$ cat src/rtl/phase_seq_pkg.sv
// Shared constants and helpers for the phase sequencer: synchroniser depth,
// default geometry, and the one-hot test used by the ring checker.
package phase_seq_pkg;

  localparam int SYNC_STAGES  = 2;
  localparam int DEF_PHASES   = 5;
  localparam int DEF_CHANNELS = 2;
  localparam int DEF_DIV_W    = 8;
  localparam int MAX_PHASES   = 64;

  // Callers zero-extend narrower rings to MAX_PHASES bits.
  function automatic logic onehot_ok(input logic [MAX_PHASES-1:0] vec);
    int ones;
    ones = 0;
    for (int i = 0; i < MAX_PHASES; i++) begin
      ones += int'(vec[i]);
    end
    return (ones == 1);
  endfunction

endpackage

$ cat src/rtl/phase_seq_divider.sv
// One programmable clock-enable channel: counts run cycles and emits a
// single-cycle strobe every max(div,1) cycles.
module phase_seq_divider
  import phase_seq_pkg::*;
#(
  parameter int DIV_W = DEF_DIV_W
) (
  input  logic             I_clock,
  input  logic             I_N_rst,
  input  logic             I_run,
  input  logic             I_resync,
  input  logic [DIV_W-1:0] I_div,
  output logic             O_ce
);

  logic [DIV_W-1:0] cnt_q;
  logic [DIV_W-1:0] div_eff;
  logic             at_term;

  // A divisor of zero behaves as one; >= compare makes a lowered divisor
  // wrap immediately instead of running the counter all the way round.
  always_comb begin
    div_eff = (I_div == '0) ? DIV_W'(1) : I_div;
    at_term = (cnt_q >= (div_eff - DIV_W'(1)));
  end

  always_ff @(posedge I_clock or negedge I_N_rst) begin
    if (!I_N_rst) begin
      cnt_q <= '0;
      O_ce  <= 1'b0;
    end else if (!I_run || I_resync) begin
      cnt_q <= '0;
      O_ce  <= 1'b0;
    end else if (at_term) begin
      cnt_q <= '0;
      O_ce  <= 1'b1;
    end else begin
      cnt_q <= cnt_q + DIV_W'(1);
      O_ce  <= 1'b0;
    end
  end

endmodule

$ cat src/rtl/phase_sequencer.sv
// Lock-qualified one-hot phase ring plus CHANNELS programmable enable strobes.
// Optional ring-integrity checker enabled by defining PHASE_SEQ_RING_CHECK_EN.
module phase_sequencer
  import phase_seq_pkg::*;
#(
  parameter int PHASES   = DEF_PHASES,
  parameter int CHANNELS = DEF_CHANNELS,
  parameter int DIV_W    = DEF_DIV_W
) (
  input  logic                      I_clock,
  input  logic                      I_N_rst,
  input  logic                      I_pll_lock,
  input  logic                      I_resync,
  input  logic [CHANNELS*DIV_W-1:0] I_div,
  output logic                      O_N_reset,
  output logic [PHASES-1:0]         O_phase,
  output logic                      O_phase_0,
  output logic [CHANNELS-1:0]       O_ce,
  output logic                      O_ring_err
);

  logic [SYNC_STAGES-1:0] sync_q;
  logic                   run;
  logic                   run_en;
  logic [PHASES-1:0]      phase_q;
  logic [PHASES-1:0]      phase_d;

  always_ff @(posedge I_clock or negedge I_N_rst) begin
    if (!I_N_rst) begin
      sync_q <= '0;
    end else begin
      sync_q <= {sync_q[SYNC_STAGES-2:0], I_pll_lock};
    end
  end

  // run_en looks one stage ahead so that the ring and counters land on their
  // idle values in the same cycle O_N_reset falls, and start from them on rise.
  assign run    = sync_q[SYNC_STAGES-1];
  assign run_en = run & sync_q[SYNC_STAGES-2];

  always_comb begin
    phase_d = {phase_q[PHASES-2:0], phase_q[PHASES-1]};
    if (!run_en || I_resync) begin
      phase_d = PHASES'(1);
    end
`ifdef PHASE_SEQ_RING_CHECK_EN
    else if (!onehot_ok(MAX_PHASES'(phase_q))) begin
      phase_d = PHASES'(1);
    end
`endif
  end

  always_ff @(posedge I_clock or negedge I_N_rst) begin
    if (!I_N_rst) begin
      phase_q <= PHASES'(1);
    end else begin
      phase_q <= phase_d;
    end
  end

`ifdef PHASE_SEQ_RING_CHECK_EN
  logic err_q;

  always_ff @(posedge I_clock or negedge I_N_rst) begin
    if (!I_N_rst) begin
      err_q <= 1'b0;
    end else if (!run_en || I_resync) begin
      err_q <= 1'b0;
    end else if (!onehot_ok(MAX_PHASES'(phase_q))) begin
      err_q <= 1'b1;
    end
  end

  assign O_ring_err = err_q;
`else
  assign O_ring_err = 1'b0;
`endif

  for (genvar c = 0; c < CHANNELS; c++) begin : g_div
    phase_seq_divider #(
      .DIV_W(DIV_W)
    ) u_div (
      .I_clock (I_clock),
      .I_N_rst (I_N_rst),
      .I_run   (run_en),
      .I_resync(I_resync),
      .I_div   (I_div[c*DIV_W +: DIV_W]),
      .O_ce    (O_ce[c])
    );
  end

  assign O_N_reset = run;
  assign O_phase   = phase_q;
  assign O_phase_0 = phase_q[0];

endmodule

$ cat config.mk
export PLATFORM = sky130hd
export DESIGN_NAME = phase_sequencer
export DESIGN_NICKNAME = d
export VERILOG_FILES = /design/src/rtl/phase_seq_pkg.sv /design/src/rtl/phase_seq_divider.sv /design/src/rtl/phase_sequencer.sv
export SDC_FILE = /design/constraint.sdc
export NUM_CORES = 1
export LEC_CHECK = 0
export CAP_MARGIN = 15
export CORE_UTILIZATION = 40
export DETAILED_ROUTE_END_ITERATION = 8
export PLACE_DENSITY = 0.66
export SLEW_MARGIN = 20
export SYNTH_ARGS = -nofsm -noshare
export SYNTH_HDL_FRONTEND = slang
export SYNTH_SLANG_ARGS = --single-unit
$ cat constraint.sdc
create_clock -name I_clock -period 2.1 [get_ports I_clock]
set_input_delay 0.315 -clock I_clock [delete_from_list [all_inputs] [get_ports I_clock]]
set_output_delay 0.315 -clock I_clock [all_outputs]
set_load 0.005 [all_outputs]
# Yosys cells after proc, flatten, opt, wreduce, memory -nomap -nowiden

Cells that the tools add are included.
W data, S select, Z words.

Register bits after elaboration: 25
Word-level logic and storage cells: 28
Output and inout bits: 10
Input bits: 20

$add $sub $neg: 4
Multiplexer cells: 11
Bitwise operators: 1
Reductions and logical operators: 4
Magnitude comparators: 2

Operators by type and width:

| cell                  | count |
|---|---|
| $mux W8               | 6 |
| $add A8 B1 Y8 const B | 2 |
| $ge A8 B8 Y1          | 2 |
| $logic_not A8 Y1      | 2 |
| $sub A8 B1 Y8 const B | 2 |
| $mux W5               | 1 |
| $mux W1               | 4 |
| $and A1 B1 Y1         | 1 |
| $logic_not A1 Y1      | 1 |
| $logic_or A1 B1 Y1    | 1 |

# Depth between registers and ports, before layout

Word-level depth: 6
Gate-level depth with buffers: 12

# By module

Synthesis repeated with hierarchy kept, for this count alone.

Cells, all modules: 164
Area total of the unflattened synthesis: 1715.4 um2

Modules (own cells, without submodules):

| module                             | seq. area each (um2) | area an instance (um2) | instances | cells each |
|---|---|---|---|---|
| phase_seq_divider (g_div[0].u_div) | 225.2                | 733.2                  | 1         | 74 |
| phase_seq_divider (g_div[1].u_div) | 225.2                | 728.2                  | 1         | 74 |
| phase_sequencer                    | 176.4                | 254.0                  | 1         | 16 |

# Worst setup path before layout

Ideal clock, no wire load.

Path kind: input to register
Start point: input port I_div[3]
End point: register g_div[0].u_div.cnt_q[2]
Buffers on the path: 0
Required time: 1.970 ns
Setup time: 0.130 ns
Slack: -0.503 ns
Stages: 12
Arrival time: 2.474 ns
Cell sequence: or4_4 nor3_2 a21oi_1 ha_1 inv_1 nor2_1 xnor2_1 ha_1 nand2_1 or3_1 o21ai_2 nor2_1

Cells in the longest elaborated chain, start to end: 6

Ends and longest elaborated chain:

| element              | line                    | text |
|---|---|---|
| start, declared      | phase_sequencer.sv:14   | `input logic [CHANNELS*DIV_W-1:0] I_div,` |
| $logic_not A8 Y1     | phase_seq_divider.sv:23 | `div_eff = (I_div == '0) ? DIV_W'(1) : I_div;` |
| $mux W8 (*)          | phase_seq_divider.sv:23 |  |
| $sub A8 B1 Y8 (*)    | phase_seq_divider.sv:24 | `at_term = (cnt_q >= (div_eff - DIV_W'(1)));` |
| $ge A8 B8 Y1 (*)     | phase_seq_divider.sv:24 |  |
| $mux W8 (*)          | phase_seq_divider.sv:34 | `end else if (at_term) begin` |
| $mux W8 (*)          | phase_seq_divider.sv:31 | `end else if (!I_run \|\| I_resync) begin` |
| end signal, assigned | phase_seq_divider.sv:38 | `cnt_q <= cnt_q + DIV_W'(1);` |
| end, declared        | phase_seq_divider.sv:16 | `logic [DIV_W-1:0] cnt_q;` |

Every way passes the cells marked *; elsewhere a longest branch is shown, timed or not.

# Worst setup path in the final report

Start point: input port I_div[2]
End point: register g_div[0].u_div.cnt_q[7]

Same word-level chain as after synthesis.

==> impl_results.md <==
- # setup viols final: 18
- Peak Freq: around 390 MHz
- Initial core utilization: 42.70%
- RR Startpoint: g_div[1].u_div.cnt_q[0]
- RSZ-0062 raised after global routing: true
- WL final: 3881 um
- Yosys reg bits: 25
- Crit end category: flop
- R2R depth: 7
- Post-layout power: just under 1 mW
- Setup TNS: -5.701 ns
- Place WS: -1.029 ns
- Syn Area/Cell: 9.819 um^2
- CTS sink cnt: 25
- FF-to-FF End: g_div[1].u_div.O_ce
- Failing checks: setup timing
- H-tree depth: 1
- CP peak stage delay: 0.53 ns
- Unique cell type count in the Yosys netlist: 37
- Num ports: 30
- Die area: 4284 um^2
- Fin crit period: 2.535 ns
- Horiz. Die Dim: 65.45 um
- Final worst setup slack: -0.4350 ns
- GRT Total Usage: 18.99%
- Non-filler cells, final: 275
- Residual DRC count: 0
- Initial antenna violation count: 0
- Layout cell share with drive strength beyond 1: 35.24%
- Total number of vias: 1410
- Cell depth of the worst setup path: 13
- Vias in the first global route: 1409
- CTS root buffer: clkbuf_8
- Final period util: 120.7%
- Pwr/cell area: 404.5 nW/um^2
- Final net count: 268
- # hold bufs at CTS: 0
- Req. time, crit path: around 2.3 ns
- Crit-path slowest cell: or4_4
- Clk_lat worst skew: 0.26 ns
- Synth warn: 0
- Max-slew violations: 0
- PortBufs: 28
- Total of max-cap violations: 0
- GRT Residual Overflow: 0
- Fin util: around 65%
- Diode count: 0
- CP Max Fanout: 8
- TritonCTS buffer count: 3
- First-pass GRT wire length: 6210 um
- Worst Path Arrival: 2.68 ns
- Sequential fraction of the synthesis area: about 39%
- Critical Path End: g_div[0].u_div.cnt_q[7]
- Pleak: about 1.1 nW
- Post-synthesis cell count: 164
- Clock transition at path regs: 0.08 ns
- Drt initial violations: 49
- Syn-to-layout area delta: 52.45%
- Drt wl/cell: 14.11 um
- Clk buf depth: 2
- Placed cells: around 260
- Post-route ant nets: 0
- Final Wtd Congestion: 0.8073
- Crit Path Class: input pin to flop
- Status: complete, but fails checks
- Clock skew: 0.002797 ns
- Final hold viol count: 0
- Max rail drop VDD: approximately 0.4 mV
- Core area: 3771 um^2
- Net count after synthesis: slightly above 200
- Chip Height: approximately 65 um
- Largest net degree at the start of global routing: 17
- Post-Syn Area: 1610 um^2
- # rows: 22
- Cell family with most CP delay: simple AND/OR/NAND/NOR gates
- HPWL after detailed placement: 2801 um
- Setup crit start: I_div[2]
- Hold Path Class: input pin to asynchronous set/reset pin
- CTS tree: done
- Setup slack, reg-to-reg: 0.43 ns
- DR pass1 iterations: 4
- Startpoint types: input pin
- Worst-path cell chain: buf_2 -> or4_4 -> nor3_4 -> a21oi_2 -> ha_4 -> inv_2 -> nor2_2 -> xnor2_1 -> ha_1 -> nand2_2 -> or3_4 -> o21ai_4 -> nor2_1
- Via density: about 5
- CP Buf/Inv Count: 2
==> cell families (layout without fill, tap and decap cells) <==
kind of cell,count (synthesis),in the layout,share of synthesized area (%)
DFF,25,25,38.93
AOI/OAI and AO/OA,18,18,7.771
xor gates and xnor gates,19,19,10.33
muxes,2,2,1.243
and+or+nand+nor,66,66,21.99
buffers and inverters,13,76,3.963
adders and majority gates,20,20,15.54
other,1,1,0.2329
==> synthesized netlist by cell type, drive strengths merged <==
cell type / number / share of area (%)
nand2b: 2 / 0.78
nand3: 9 / 2.8
xor2: 9 / 4.9
a31oi: 2 / 1.2
o211a: 1 / 0.62
nor2: 17 / 4.0
o21ai: 3 / 1.2
inv: 8 / 1.9
dfrtp: 24 / 37
clkbuf: 1 / 0.23
nor4b: 1 / 0.54
or4: 1 / 0.70
o41ai: 1 / 0.54
dfstp: 1 / 1.6
and2: 4 / 1.6
nand4: 2 / 0.78
nand2: 4 / 0.93
nor3: 11 / 3.7
mux2i: 2 / 1.2
o31ai: 1 / 0.47
a211o: 1 / 0.54
and3b: 1 / 0.54
conb: 1 / 0.23
nor2b: 1 / 0.39
o211ai: 1 / 0.47
nor4: 1 / 0.39
xnor2: 10 / 5.4
nor3b: 3 / 1.4
a21oi: 6 / 1.9
buf: 4 / 1.9
and3: 6 / 2.3
o21a: 2 / 0.93
ha: 20 / 16
or3: 3 / 1.2
==> per-layer routing <==
metal	up-vias	part of all wire (%)	track usage, %
li1	701	-	-
met1	691	41	20.98
met2	13	56	36.86
met3	5	2.5	4.167
met4	0	0.62	3.261
met5	-	0	0
==> area by class of cell <==
type                       count  area [um^2]
sequential                    25        626.9
timing repair buffer          64        551.8
tap                           48        60.06
multi-input combinational    126         1141
clock buffer                   4        45.04
fill                         300         1316
inverter                       8        30.03
==> state kept, by name, indices dropped and copies added, names as in the netlist <==
name               flops
O_phase                5
g_div.u_div.O_ce       2
g_div.u_div.cnt_q     16
sync_q                 2
==> placed cells by master (no fill, tap or decap), types with 3 or more instances in the layout <==
| cell | count |
|---|---|
| dfrtp_1 | 24 |
| and3_1 | 4 |
| buf_6 | 5 |
| xor2_1 | 9 |
| clkdlybuf4s50_1 | 17 |
| inv_1 | 7 |
| clkbuf_8 | 3 |
| buf_4 | 34 |
| nor2_1 | 14 |
| ha_4 | 3 |
| nor2_2 | 3 |
| nor3_2 | 5 |
| buf_2 | 3 |
| xnor2_1 | 8 |
| dlygate4sd2_1 | 4 |
| a21oi_1 | 4 |
| ha_1 | 17 |
| and2_1 | 4 |
| nor3_4 | 4 |
| nand3_1 | 9 |
==> repair_timing <==
item,in CTS,in global routing
pin swaps,33,35
gates cloned,1,0
setup buffers,6,3
setup endpoints to repair,18,18
gates resized for setup,45,14
==> metrics by stage <==
stage | hold slack, ns | instance area [um^2]
2_1_floorplan | 0.01941 | 1712
3_3_place_gp | 0.3572 | 2241
3_5_place_dp | 0.3684 | 2241
4_1_cts | 0.3725 | 2416
5_1_grt | 0.3839 | 2455
6_report | 0.3590 | 2455
==> worst min-delay path by stage <==
stage                     cells past startpoint    endpoint  slack [ns]
after floorplan                               0  O_phase[1]        0.02
after global placement                        0   sync_q[1]        0.36
after detailed placement                      0   sync_q[1]        0.37
after CTS                                     1  O_phase[2]        0.37
after global routing                          1  O_phase[3]        0.38
final                                         1  O_phase[3]        0.36
==> worst register-to-register path, stage by stage (launching register included) <==
cell     delay [ns]
dfrtp_1        0.41
inv_1          0.06
ha_1           0.29
and3_4         0.19
o21ai_4        0.16
a31oi_4        0.12
buf_6          0.16
o21a_1         0.18
==> power breakdown <==
| group | leakage (nW) | internal [mW] | switching [mW] |
|---|---|---|---|
| Clock | 0.0228 | 0.135 | 0.138 |
| Combinational | 0.746 | 0.128 | 0.0996 |
| Sequential | 0.340 | 0.487 | 0.00436 |
Power figures use the tool's default switching activity.
==> variant, RTL diff (same settings) <==
Register the output `O_phase` once more, without a reset; this adds one clock of latency there. The other outputs are not delayed to match.
--- a/src/rtl/phase_sequencer.sv
+++ b/src/rtl/phase_sequencer.sv
@@ -92,3 +92,5 @@
   assign O_N_reset = run;
-  assign O_phase   = phase_q;
+  always_ff @(posedge I_clock) begin
+    O_phase <= phase_q;
+  end
   assign O_phase_0 = phase_q[0];
Formal check against the unedited RTL: not equivalent (Yosys sat finds a counterexample within 4 cycles, from zero or initial values and one cycle with I_N_rst low).
==> variant against the unedited design <==
- the flow still finishes with violations (negative setup slack)
- routed wire length rose by 3.4%
- clock power rose by 94%
- cell count rose by 4.0%
- setup slack improved by 0.023 ns
- sequential cell count rose by 5
- design area rose by 8.5%
- total power rose by 36%
- synthesized area rose by 5.7%
- largest power group unchanged
==> variant: results (changes against the unedited design) <==
status finished, violations left; failing checks negative setup slack; first-pass GRT wire length 6860 um (+10%); Final nets 275 (+2.6%); post-route setup slack -0.412 ns (+0.0228 ns); worst hold path class reg2reg; post-detail-place hpwl 2920 um (+4.4%); wire per inst 14.0 um (-0.60%); Synth Area in Adders 0.147 (-0.00845); wl on met1 1560 um (-1.4%); Leakage 1.20 nW (+8.3%); CTS clk-pin slew, worst paths 0.06 ns (-0.02 ns); Inserted Clock Buffers 5 (+2); Detailed Route Iter0 Violations 77 (+57%); met2 Use GR 0.365 (-0.00356); met1 usage 0.209 (-0.000755); Vias/cell 5.15 (+0.52%); Final setup viols 18 (unchanged); net switching power figure 309 uW (+28%); Worst R2R Start g_div[0].u_div.cnt_q[1]; Synth async-reset ratio 0.833 (-0.167); GPL Wtd Cong 0.832 (+3.1%); Max VDD drop 355 uV (-12%); placed instance area 2320 sq um (+3.6%); Post-Syn Nets 208 (+2.0%); largest net degree at the start of global routing 26 (+9); GRT Total Usage 0.202 (+0.0119); top-area cell type share of the netlist area 0.353 (-0.0203); r2r setup slk 0.40 ns (-0.03 ns); post-synthesis mux area share 0.0118 (-0.000676); Reg-to-Reg End g_div[0].u_div.O_ce; met3 WL 138 um (+42%); count of cell types in the netlist 38 (+2.7%); layout cells sized above 1 0.373 (+0.0205); Clock Skew 0.00352 ns (+0.000724 ns)
variant: what timing repair did:
action	CTS	global route
buffers inserted	7	5
cloned	1	0
resized for setup	51	14
pin swaps	35	38
endpoints found under the setup margin	18	18
variant: final cells by class:
| cell class | count | area [sq um] |
|---|---|---|
| well taps | 50 | 62.6 |
| fillers | 297 | 1390 |
| flip-flops and latches | 30 | 727 |
| inverters | 8 | 30.0 |
| clock buffers | 8 | 110 |
| multi-input cells | 126 | 1170 |
| repair buffers | 64 | 562 |
variant: power by group through the flow:
| stage | clock network [mW] | logic [mW] | registers (mW) |
|---|---|---|---|
| 2_1_floorplan | 0 | 0.0784 | 0.599 |
| 3_3_place_gp | 0 | 0.187 | 0.599 |
| 3_5_place_dp | 0 | 0.196 | 0.600 |
| 4_1_cts | 0.547 | 0.212 | 0.589 |
| 5_1_grt | 0.580 | 0.255 | 0.589 |
| 6_report | 0.531 | 0.232 | 0.589 |
variant: stage by stage:
step,cells,setup slack [ns],hold WS [ns],utilization,setup TNS [ns]
after floorplan,168,-0.450,0.0194,-,-6.23
after CTS,283,-0.435,0.358,0.641,-5.65
after detailed placement,267,-1.07,0.345,0.572,-17.07
final,286,-0.412,0.354,0.656,-5.26
after global placement,267,-0.949,0.345,0.572,-15.52
after global routing,286,-0.503,0.377,0.656,-6.46
variant: worst max-delay path by stage:
stage,from,endpoint
after floorplan,I_div[11],g_div[1].u_div.cnt_q[1]
after CTS,I_div[12],g_div[1].u_div.cnt_q[4]
after detailed placement,I_div[10],g_div[1].u_div.cnt_q[4]
final,I_div[11],g_div[1].u_div.cnt_q[4]
after global placement,I_div[11],g_div[1].u_div.cnt_q[4]
after global routing,I_div[11],g_div[1].u_div.cnt_q[7]
